===== src/rtl/flight_math_pkg.sv =====
// Shared float constants for the flight-math datapath blocks.
package flight_math_pkg;

  localparam int FLOAT_W          = 32;
  localparam int FADD_LAT_DEFAULT = 7;

  localparam logic [FLOAT_W-1:0] F_ONE   = 32'h3F80_0000;
  localparam logic [FLOAT_W-1:0] F_TWO   = 32'h4000_0000;
  localparam logic [FLOAT_W-1:0] F_THREE = 32'h4040_0000;

endpackage


===== src/rtl/rr_arbiter.sv =====
// Combinational round-robin arbiter: grants the first request at or after ptr.
module rr_arbiter #(
  parameter int N    = 4,
  parameter int ID_W = 2
) (
  input  logic [N-1:0]    req,
  input  logic [ID_W-1:0] ptr,
  input  logic            en,
  output logic [N-1:0]    gnt,
  output logic [ID_W-1:0] gnt_id,
  output logic            any
);

  // Circular search starting at ptr; the first hit wins.
  always_comb begin
    int tgt;
    gnt    = '0;
    gnt_id = '0;
    any    = 1'b0;
    tgt    = 0;
    if (en) begin
      for (int k = 0; k < N; k++) begin
        tgt = int'(ptr) + k;
        if (tgt >= N) tgt = tgt - N;
        for (int j = 0; j < N; j++) begin
          if (!any && (j == tgt) && req[j]) begin
            gnt[j] = 1'b1;
            gnt_id = ID_W'(j);
            any    = 1'b1;
          end
        end
      end
    end
  end

endmodule


===== src/rtl/fadd_share_sched.sv =====
// Shares one pipelined float adder among N_REQ requesters. Accepted operand
// pairs are issued one per enabled cycle; a shadow tag pipeline matched to the
// adder latency returns each sum with the index of the requester that owns it.
module fadd_share_sched
  import flight_math_pkg::*;
#(
  parameter int N_REQ   = 4,
  parameter int ADD_LAT = FADD_LAT_DEFAULT,
  parameter int ID_W    = (N_REQ > 1) ? $clog2(N_REQ) : 1
) (
  input  logic                     clock,
  input  logic                     aclr,
  input  logic                     clk_en,
  input  logic [N_REQ-1:0]         req_valid,
  input  logic [FLOAT_W*N_REQ-1:0] req_a,
  input  logic [FLOAT_W*N_REQ-1:0] req_b,
  output logic [N_REQ-1:0]         req_ready,
  output logic [FLOAT_W-1:0]       add_dataa,
  output logic [FLOAT_W-1:0]       add_datab,
  output logic                     add_clk_en,
  input  logic [FLOAT_W-1:0]       add_result,
  output logic                     rsp_valid,
  output logic [ID_W-1:0]          rsp_id,
  output logic [FLOAT_W-1:0]       rsp_data,
  output logic [4:0]               inflight
);

  logic [ID_W-1:0]    ptr_q, ptr_d;
  logic [ID_W-1:0]    gnt_id;
  logic               accept;
  logic               rsp_fire;
  logic [FLOAT_W-1:0] a_sel, b_sel;
  logic [FLOAT_W-1:0] dataa_q, datab_q;
  logic [ADD_LAT:0]   tvld_q;
  logic [ID_W-1:0]    tid_q [0:ADD_LAT];
  logic [4:0]         inflight_q, inflight_d;

  // The arbiter only grants asserted requests, so any grant is an acceptance.
  rr_arbiter #(.N(N_REQ), .ID_W(ID_W)) u_arb (
    .req    (req_valid),
    .ptr    (ptr_q),
    .en     (clk_en),
    .gnt    (req_ready),
    .gnt_id (gnt_id),
    .any    (accept)
  );

  assign rsp_fire = tvld_q[ADD_LAT] & clk_en;

  // Operand select, pointer advance and in-flight count next-state.
  always_comb begin
    a_sel = '0;
    b_sel = '0;
    for (int i = 0; i < N_REQ; i++) begin
      if (req_ready[i]) begin
        a_sel = req_a[i*FLOAT_W +: FLOAT_W];
        b_sel = req_b[i*FLOAT_W +: FLOAT_W];
      end
    end
    ptr_d = ptr_q;
    if (accept) ptr_d = (int'(gnt_id) == N_REQ - 1) ? '0 : gnt_id + ID_W'(1);
    inflight_d = inflight_q + {4'd0, accept} - {4'd0, rsp_fire};
  end

  // Control state: pointer, in-flight count and issue register.
  always_ff @(posedge clock or posedge aclr) begin
    if (aclr) begin
      ptr_q      <= '0;
      inflight_q <= '0;
      dataa_q    <= '0;
      datab_q    <= '0;
    end else begin
      ptr_q      <= ptr_d;
      inflight_q <= inflight_d;
      if (accept) begin
        dataa_q <= a_sel;
        datab_q <= b_sel;
      end
    end
  end

  // Tag pipeline: stage 0 sees the issue edge, the last stage lines up with add_result.
  always_ff @(posedge clock or posedge aclr) begin
    if (aclr) begin
      tvld_q <= '0;
      for (int i = 0; i <= ADD_LAT; i++) tid_q[i] <= '0;
    end else if (clk_en) begin
      tvld_q   <= {tvld_q[ADD_LAT-1:0], accept};
      tid_q[0] <= gnt_id;
      for (int i = 1; i <= ADD_LAT; i++) tid_q[i] <= tid_q[i-1];
    end
  end

  assign add_dataa  = dataa_q;
  assign add_datab  = datab_q;
  assign add_clk_en = clk_en;
  assign rsp_valid  = tvld_q[ADD_LAT];
  assign rsp_id     = tid_q[ADD_LAT];
  assign rsp_data   = add_result;
  assign inflight   = inflight_q;

endmodule


===== config.mk =====
export PLATFORM = sky130hd
export DESIGN_NAME = fadd_share_sched
export DESIGN_NICKNAME = d
export VERILOG_FILES = /design/src/rtl/flight_math_pkg.sv /design/src/rtl/rr_arbiter.sv /design/src/rtl/fadd_share_sched.sv
export SDC_FILE = /design/constraint.sdc
export NUM_CORES = 1
export LEC_CHECK = 0
export ABC_AREA = 1
export CORE_AREA = 2 2 158 160
export CTS_BUF_LIST = sky130_fd_sc_hd__clkbuf_16
export CTS_CLUSTER_SIZE = 16
export DETAILED_ROUTE_END_ITERATION = 7
export DIE_AREA = 0 0 160 162
export PLACE_DENSITY = 0.66
export SLEW_MARGIN = 30
export SYNTH_ARGS = -nofsm -noshare
export SYNTH_HDL_FRONTEND = slang
export SYNTH_SLANG_ARGS = --single-unit

===== constraint.sdc =====
create_clock -name clock -period 3.8 [get_ports clock]
set_input_delay 0.38 -clock clock [delete_from_list [all_inputs] [get_ports clock]]
set_output_delay 0.38 -clock clock [all_outputs]
set_load 0.03 [all_outputs]

==> results of run 1 <==
## per-stage QoR
stage               instances  area, µm²
floorplan                 930       6160
global placement         1516       9550
detailed placement       1516       9550
CTS                      1532       9860
global route             1532       9860
finish                   1532       9860
## routing by layer
layer	track usage [%]	wire [µm]	share of wire (%)
met1	18.2	8790	39
met2	30.7	11000	49
met3	6.72	2040	9.1
met4	5.57	501	2.2
met5	0	12	0.054
## kinds of logic (layout without fill, tap and decap cells)
logic type               after synthesis  count (layout)  synth area share (%)
buffers and inverters                191             469                  14.7
XOR/XNOR                               4               4                 0.569
AND/OR/NAND/NOR                      605             605                  42.1
flip-flops                            95              95                  38.6
adder cells (fa/ha/maj)                6               6                  1.34
AO/OA/AOI/OAI                         29              29                  2.68
## state kept, by name, summed over array words and instances, names as in the netlist
register and cells:
rsp_id 2, inflight 5, add_datab 32, ptr_q 2
tid_q 14, tvld_q 8, add_dataa 32
## worst paths after layout
path                       slack, ns            to    startpoint  cells past startpoint
max                             0.41  req_ready[3]  req_valid[3]                     11
min                             0.41     tvld_q[3]        clk_en                      3
max reg2reg                     0.58   inflight[4]      ptr_q[0]                     18
min reg2reg                     0.47     tvld_q[3]     tvld_q[3]                      2
max in group asynchronous       2.58     tid_q[15]          aclr                      3
min in group asynchronous       0.51  add_datab[8]          aclr                      2
## placed cells by master (no fill, tap or decap), drive strengths merged
cell           count
fa                 1
buf               11
nand2            249
inv              108
ha                 5
o21ai             22
xor2               3
dfrtp             95
nor2             141
bufinv             1
clkinv             2
nand3b             1
o31ai              2
nor3               5
clkbuf             9
xnor2              1
clkdlybuf4s50    338
a21oi              5
nand4              7
nand3            202
## cell type report
class | count | area [µm²]
Fill cell | 2569 | 14200
Timing Repair Buffer | 349 | 3480
Clock buffer | 9 | 225
Tap cell | 324 | 405
Inverter | 104 | 395
Multi-Input combinational cell | 644 | 2890
Clock inverter | 7 | 82.6
Sequential cell | 95 | 2380
## critical path: cells and delay by family
family	cells	cell delay [ns]
AND/OR/NAND/NOR	8	1.16
buffers and inverters	2	1.27
AO/OA/AOI/OAI	1	0.18
## power by group through the flow
stage	sequential [mW]	combinational [mW]	clock, mW
after floorplan	2.42	1.80	0
after global placement	1.72	3.98	0
after detailed placement	1.73	4.04	0
after CTS	1.73	4.04	1.01
after global routing	1.79	4.37	1.05
final	1.72	3.98	0.960
==> results.md, run 1 <==
- Number of synthesized flops with an enable pin: 0
- Setup CP Type: primary input to output port
- Switching power total: 3.13 mW
- Sink Count: 95
- DRT Pass-1 Iters: 4
- Maximum VDD drop: 0.000424 V
- Status: finished, final reports clean
- Sequential power share: 25.9%
- I/O Pins: 404
- CP dominant cell by count: clkdlybuf4s50_1
- Slew @ Worst Pin: 0.837 ns
- Crit-path cells: clkdlybuf4s50_1 -> nand3_1 -> nand2_1 -> nor2_4 -> nand4_4 -> nor2_2 -> nand4_2 -> nor3_2 -> nand4_1 -> a21oi_1 -> clkdlybuf4s50_1
- DR vias/cell: 4.41
- Worst Skew: 0.00647 ns
- Pwr Total: 6.66 mW
- Placeable Area: 24100 µm²
- CP endpoint kind: output port
- Die ar.: 25900 µm²
- Async SR Flop Fraction: 100%
- Largest net degree at the start of global routing: 101
- ANT nets after route: 0
- Initial core utilization: 25.6%
- Fin crit share: 89.2%
- Drt total wl: 22.4 mm
- N_diodes: 0
- CTS Buf Count: 9
- # setup viols final: 0
- Net count, final: 1504
- Antenna violations before repair: 1
- Startpoint Class: primary input
- LEAKAGE: 4.71 nW
- Syn Nets: 1231
- Synth top area cells: dfrtp_1, nand3_1, nand2_1
- DRC: 0
- Final setup slack of the worst path: 0.411 ns
- Post-CTS Setup Repair Bufs: 0
- Fmax: 295 MHz
- Crit-path slowest cell: clkdlybuf4s50_1
- Hold buffer count at CTS: 0
- CTS root buffer: clkbuf_16
- Fin. max-slew vios: 0
- Critical Path Fanout Max: 4
- Total GRT Usage: 17.0%
- Final HPWL DP: 16.4 mm
- Final hold vios: 0
- Main synth FF type: dfrtp_1
- Die width: 160 µm
- Data arrival time of the worst path: 3.01 ns
- Area added between synthesis and finish: 60.0%
- Commonest cells in the netlist: nand2_1, nand3_1, nor2_1
- Synth area leader: dfrtp_1
- Worst-case clock buffer depth: 2
- RSZ-0062 raised after global routing: no
- Avg Inst Size Synth: 6.63 µm²
- Wire per inst: 14.6 µm
- CP required: 3.42 ns
- Cell Area, Synth: 6160 µm²
- Most frequent cell after synthesis: nand2_1
- Gpl congestion: 0.837
- Std-Cell Rows: 57
- Post-Synthesis Cells: 930
- Internal cell power: 3.54 mW
- I/O Buffers: 339
- Initial DRC count: 319
- Vias in the first global route: 6778
- Yosys warnings: 0
- Synth Register Bits: 95
- Logic pwr share: 59.7%
- Top cell type's share of synthesized area: 38.6%
- Worst Hold Class: primary input to register
- First-pass GRT wire length: 34.9 mm
- Sw Ratio: 46.9%
- Register area share after synthesis: 38.6%
- Post-CTS Resized: 0
- Minimum period implied by the final worst setup slack: 3.39 ns
- Post-layout util: 40.9%
- Ratio of total power to cell area: 676 nW/µm²
- CTS tree: built
- Max Cap Viol: 0
- Place WS: 0.105 ns
- Die Height: 162 µm
- Relative slew slack: 44.2%
- Setup TNS: 0 ns
- Vias: 6754
- Worst-path clk slew: 0.07 ns
- Share of cells above drive strength 1: 3.23%
- Max incr delay on CP: 0.73 ns
- Grt ovf: 0
- H-tree level count: 3
- Distinct cells, synth: 28
- Skew-Pair Late Insertion Delay: 0.35 ns
- Clock power frac: 14.4%
- Hold WS: 0.410 ns
Power figures use the tool's default switching activity.
==> inputs of run 2 (changes only) <==
--- a/config.mk
+++ b/config.mk
@@ -5,13 +5,12 @@
 export SDC_FILE = /design/constraint.sdc
 export NUM_CORES = 1
 export LEC_CHECK = 0
-export ABC_AREA = 1
-export CORE_AREA = 2 2 158 160
+export CORE_AREA = 2 2 155 157
 export CTS_BUF_LIST = sky130_fd_sc_hd__clkbuf_16
 export CTS_CLUSTER_SIZE = 16
 export DETAILED_ROUTE_END_ITERATION = 7
-export DIE_AREA = 0 0 160 162
-export PLACE_DENSITY = 0.66
+export DIE_AREA = 0 0 157 159
+export PLACE_DENSITY = 0.69
 export SLEW_MARGIN = 30
 export SYNTH_ARGS = -nofsm -noshare
 export SYNTH_HDL_FRONTEND = slang
==> run 2 against run 1 <==
Clock skew up 0.0013 ns. Fmax up 16%. First-iteration DRC count down 3.1%. Non-clock buffer count up 2. Synthesized cell count down 36%. Combinational power down 48%. Sequential power down 16%. Register-to-register slack better by 0.94 ns. Flip-flop and latch count unchanged. Power down 33%. Critical endpoint is now req_ready[1]. Largest power group unchanged.
==> results.md, run 2 <==
- Initial core utilization: 27.2% (+1.6 points)
- DR vias/cell: 4.86 (+10%)
- Wire per inst: 19.1 µm (+30%)
- Antenna violations before repair: 1 (unchanged)
- Cell Area, Synth: 6300 µm² (+2.3%)
- I/O Pins: 404 (unchanged)
- Avg Inst Size Synth: 10.6 µm² (+60%)
- Commonest non-fill, non-tap cell in the layout: clkdlybuf4s50_1
- CTS Buf Count: 9 (unchanged)
- Flop2flop setup slack: 1.52 ns (+0.94 ns)
- Final HPWL DP: 16.0 mm (-2.3%)
- Die width: 157 µm (-1.9%)
- DRT Pass-1 Iters: 4 (unchanged)
- WL met2: 10.9 mm (-0.95%)
- Syn Nets: 894 (-27%)
- Met3 WL post-DR: 1.74 mm (-15%)
- R2R cell count: 5 (-13)
- Skew-Pair Late Insertion Delay: 0.35 ns (about the same)
- Fin. max-slew vios: 0 (unchanged)
- Post-CTS Setup Repair Bufs: 0 (unchanged)
- DP Cell Count: 1176 (-22%)
- Post-Synthesis Cells: 593 (-36%)
- Reg2reg start: ptr_q[1]
- CTS tree: built
- Slew @ Worst Pin: 0.879 ns (+0.0414 ns)
- Internal cell power: 2.75 mW (-22%)
- Max Used Layer: met4
- Ratio of total power to cell area: 451 nW/µm² (-33%)
- Final hold vios: 0 (unchanged)
- Place WS: 0.850 ns (+0.745 ns)
- Logic pwr share: 46.6% (-13 points)
- Relative slew slack: 41.4% (-2.8 points)
- Net count, final: 1169 (-22%)
- Most frequent cell after synthesis: dfrtp_1
- Fin cells: 1193 (-22%)
- Synth area leader: dfrtp_1
- Register area share after synthesis: 37.7% (-0.86 points)
- Placeable Area: 23200 µm² (-3.8%)
- Pwr Total: 4.45 mW (-33%)
- Yosys warnings: 0 (unchanged)
- Gpl congestion: 0.761 (-9.1%)
- Worst-path clk slew: 0.08 ns (about the same)
- # fillers: 2266 (-12%)
- Hold buffer count at CTS: 0 (unchanged)
- Number of synthesized flops with an enable pin: 0 (unchanged)
- Clock power frac: 20.9% (+6.5 points)
- Die Height: 159 µm (-1.9%)
- Maximum VDD drop: 0.000248 V (-41%)
- Minimum period implied by the final worst setup slack: 2.91 ns (-0.478 ns)
- Critical Path Fanout Max: 22 (+18)
- Sw Ratio: 38.2% (-8.7 points)
- Top cell type's share of synthesized area: 37.7% (-0.86 points)
- Synth Register Bits: 95 (unchanged)
- Async SR Flop Fraction: 100% (unchanged)
- Distinct cells, synth: 44 (+57%)
- # setup viols final: 0 (unchanged)
- Sequential power share: 32.5% (+6.6 points)
- Reg-to-reg endpoint: add_dataa[29]
- Startpoint Class: primary input
- Commonest cells in the netlist: dfrtp_1, nor2_1, nand2_1
- Setup TNS: 0 ns (unchanged)
- Fin crit share: 76.6% (-13 points)
- Vias in the first global route: 6015 (-11%)
- Most frequent cells in the layout: clkdlybuf4s50_1, dfrtp_1, nor2_1
- DRC: 0 (unchanged)
- Max Cap Viol: 0 (unchanged)
- Synth top area cells: dfrtp_1, a221oi_2, a211oi_2
- Status: finished, final reports clean
- Main synth FF type: dfrtp_1
- Sink Count: 95 (unchanged)
- First-pass GRT wire length: 34.4 mm (-1.5%)
- Area added between synthesis and finish: 56.5%
- CTS root buffer: clkbuf_16
- Final setup slack of the worst path: 0.890 ns (+0.478 ns)
- H-tree level count: 3 (unchanged)
- Vias: 5802 (-14%)
- Post-CTS Resized: 0 (unchanged)
- Met1 wire length: 9.77 mm (+11%)
- Origin of the worst setup path: clk_en
- Worst Skew: 0.00781 ns (+0.00134 ns)
- Total GRT Usage: 17.6% (+0.64 points)
- CP required: 3.42 ns (about the same)
- RSZ-0062 raised after global routing: no
- Data arrival time of the worst path: 2.53 ns (-0.48 ns)
- Largest net degree at the start of global routing: 68 (-33%)
- Die ar.: 25000 µm² (-3.7%)
- ANT nets after route: 0 (unchanged)
- I/O Buffers: 339 (unchanged)
- Std-Cell Rows: 56 (-1.8%)
- Grt ovf: 0 (unchanged)
- Worst-case clock buffer depth: 2 (unchanged)
- LEAKAGE: 3.65 nW (-22%)
- Final instance area: 9860 µm² (about the same)
- Fmax: 344 MHz (+16%)
- CP endpoint kind: output port
- Switching power total: 1.70 mW (-46%)
- Setup CP Type: primary input to output port
- Drt total wl: 22.7 mm (+1.6%)
- Initial DRC count: 309 (-3.1%)
- Placed Instance Area: 9560 µm² (+0.13%)
- Share of cells above drive strength 1: 21.4% (+18 points)
- Worst Hold Class: primary input to asynchronous set/reset pin
## run 2: cell count changes in the layout (fill, tap and decap cells not counted), moves of 22 or more
cell,change
nand3_1,-202
nand2_1,-181
inv_1,-90
nor2_1,-69
a211oi_2,+60
a221oi_2,+60
nor3_1,+60
mux2_2,+22
## run 2: layer usage
layer / global-route usage [%] / up-vias
met3: 4.68 / 27
met5: 0 / -
met4: 4.09 / 0
li1: - / 2701
met1: 23.0 / 2848
met2: 29.1 / 226
## run 2: cell families (layout without fill, tap and decap cells)
logic type / after synthesis / after routing / synth area share, %
buffers and inverters: 101 / 381 / 11.8
DFF: 95 / 95 / 37.7
adders and majority gates: 6 / 6 / 1.31
AOI/OAI and AO/OA: 150 / 150 / 29.7
muxes: 22 / 22 / 3.93
other: 0 / 1 / 0
and+or+nand+nor: 215 / 215 / 15.0
xor gates and xnor gates: 4 / 4 / 0.556
## run 2: metrics by stage
step | hold WS [ns] | util [%]
after global routing | 0.523 | 42.5
final | 0.497 | 42.5
after detailed placement | 0.491 | 41.2
after floorplan | 0.475 | -
after global placement | 0.462 | 41.2
after CTS | 0.510 | 42.5
## run 2: area by class of cell
class,count,area [µm²],share of cell area [%]
antenna,1,2.50,0.0254
inverter,14,55.1,0.558
timing repair buffer,351,3530,35.8
clock inverter,7,72.6,0.736
sequential,95,2380,24.1
multi-input combinational,397,3200,32.4
tap,319,399,4.05
clock buffer,9,225,2.28
## run 2: worst max path at each step
stage,slack (ns),endpoint,cells past startpoint
finish,0.89,req_ready[1],4
global route,0.78,req_ready[1],4
CTS,0.89,req_ready[1],4
detailed placement,0.85,inflight[4],12
global placement,0.88,inflight[4],12
floorplan,0.94,add_dataa[0],1
## run 2: critical path, cell delays in order
cell	delay, ns
clkdlybuf4s50_1	0.78
buf_4	0.37
and4_4	0.31
clkdlybuf4s50_1	0.69
## run 2: power by group through the flow
stage	logic (mW)	clock network (mW)	registers, mW
after floorplan	0.981	0	1.79
final	2.07	0.930	1.44
after CTS	2.10	0.969	1.45
after detailed placement	2.09	0	1.46
after global placement	2.08	0	1.46
after global routing	2.21	1.01	1.48
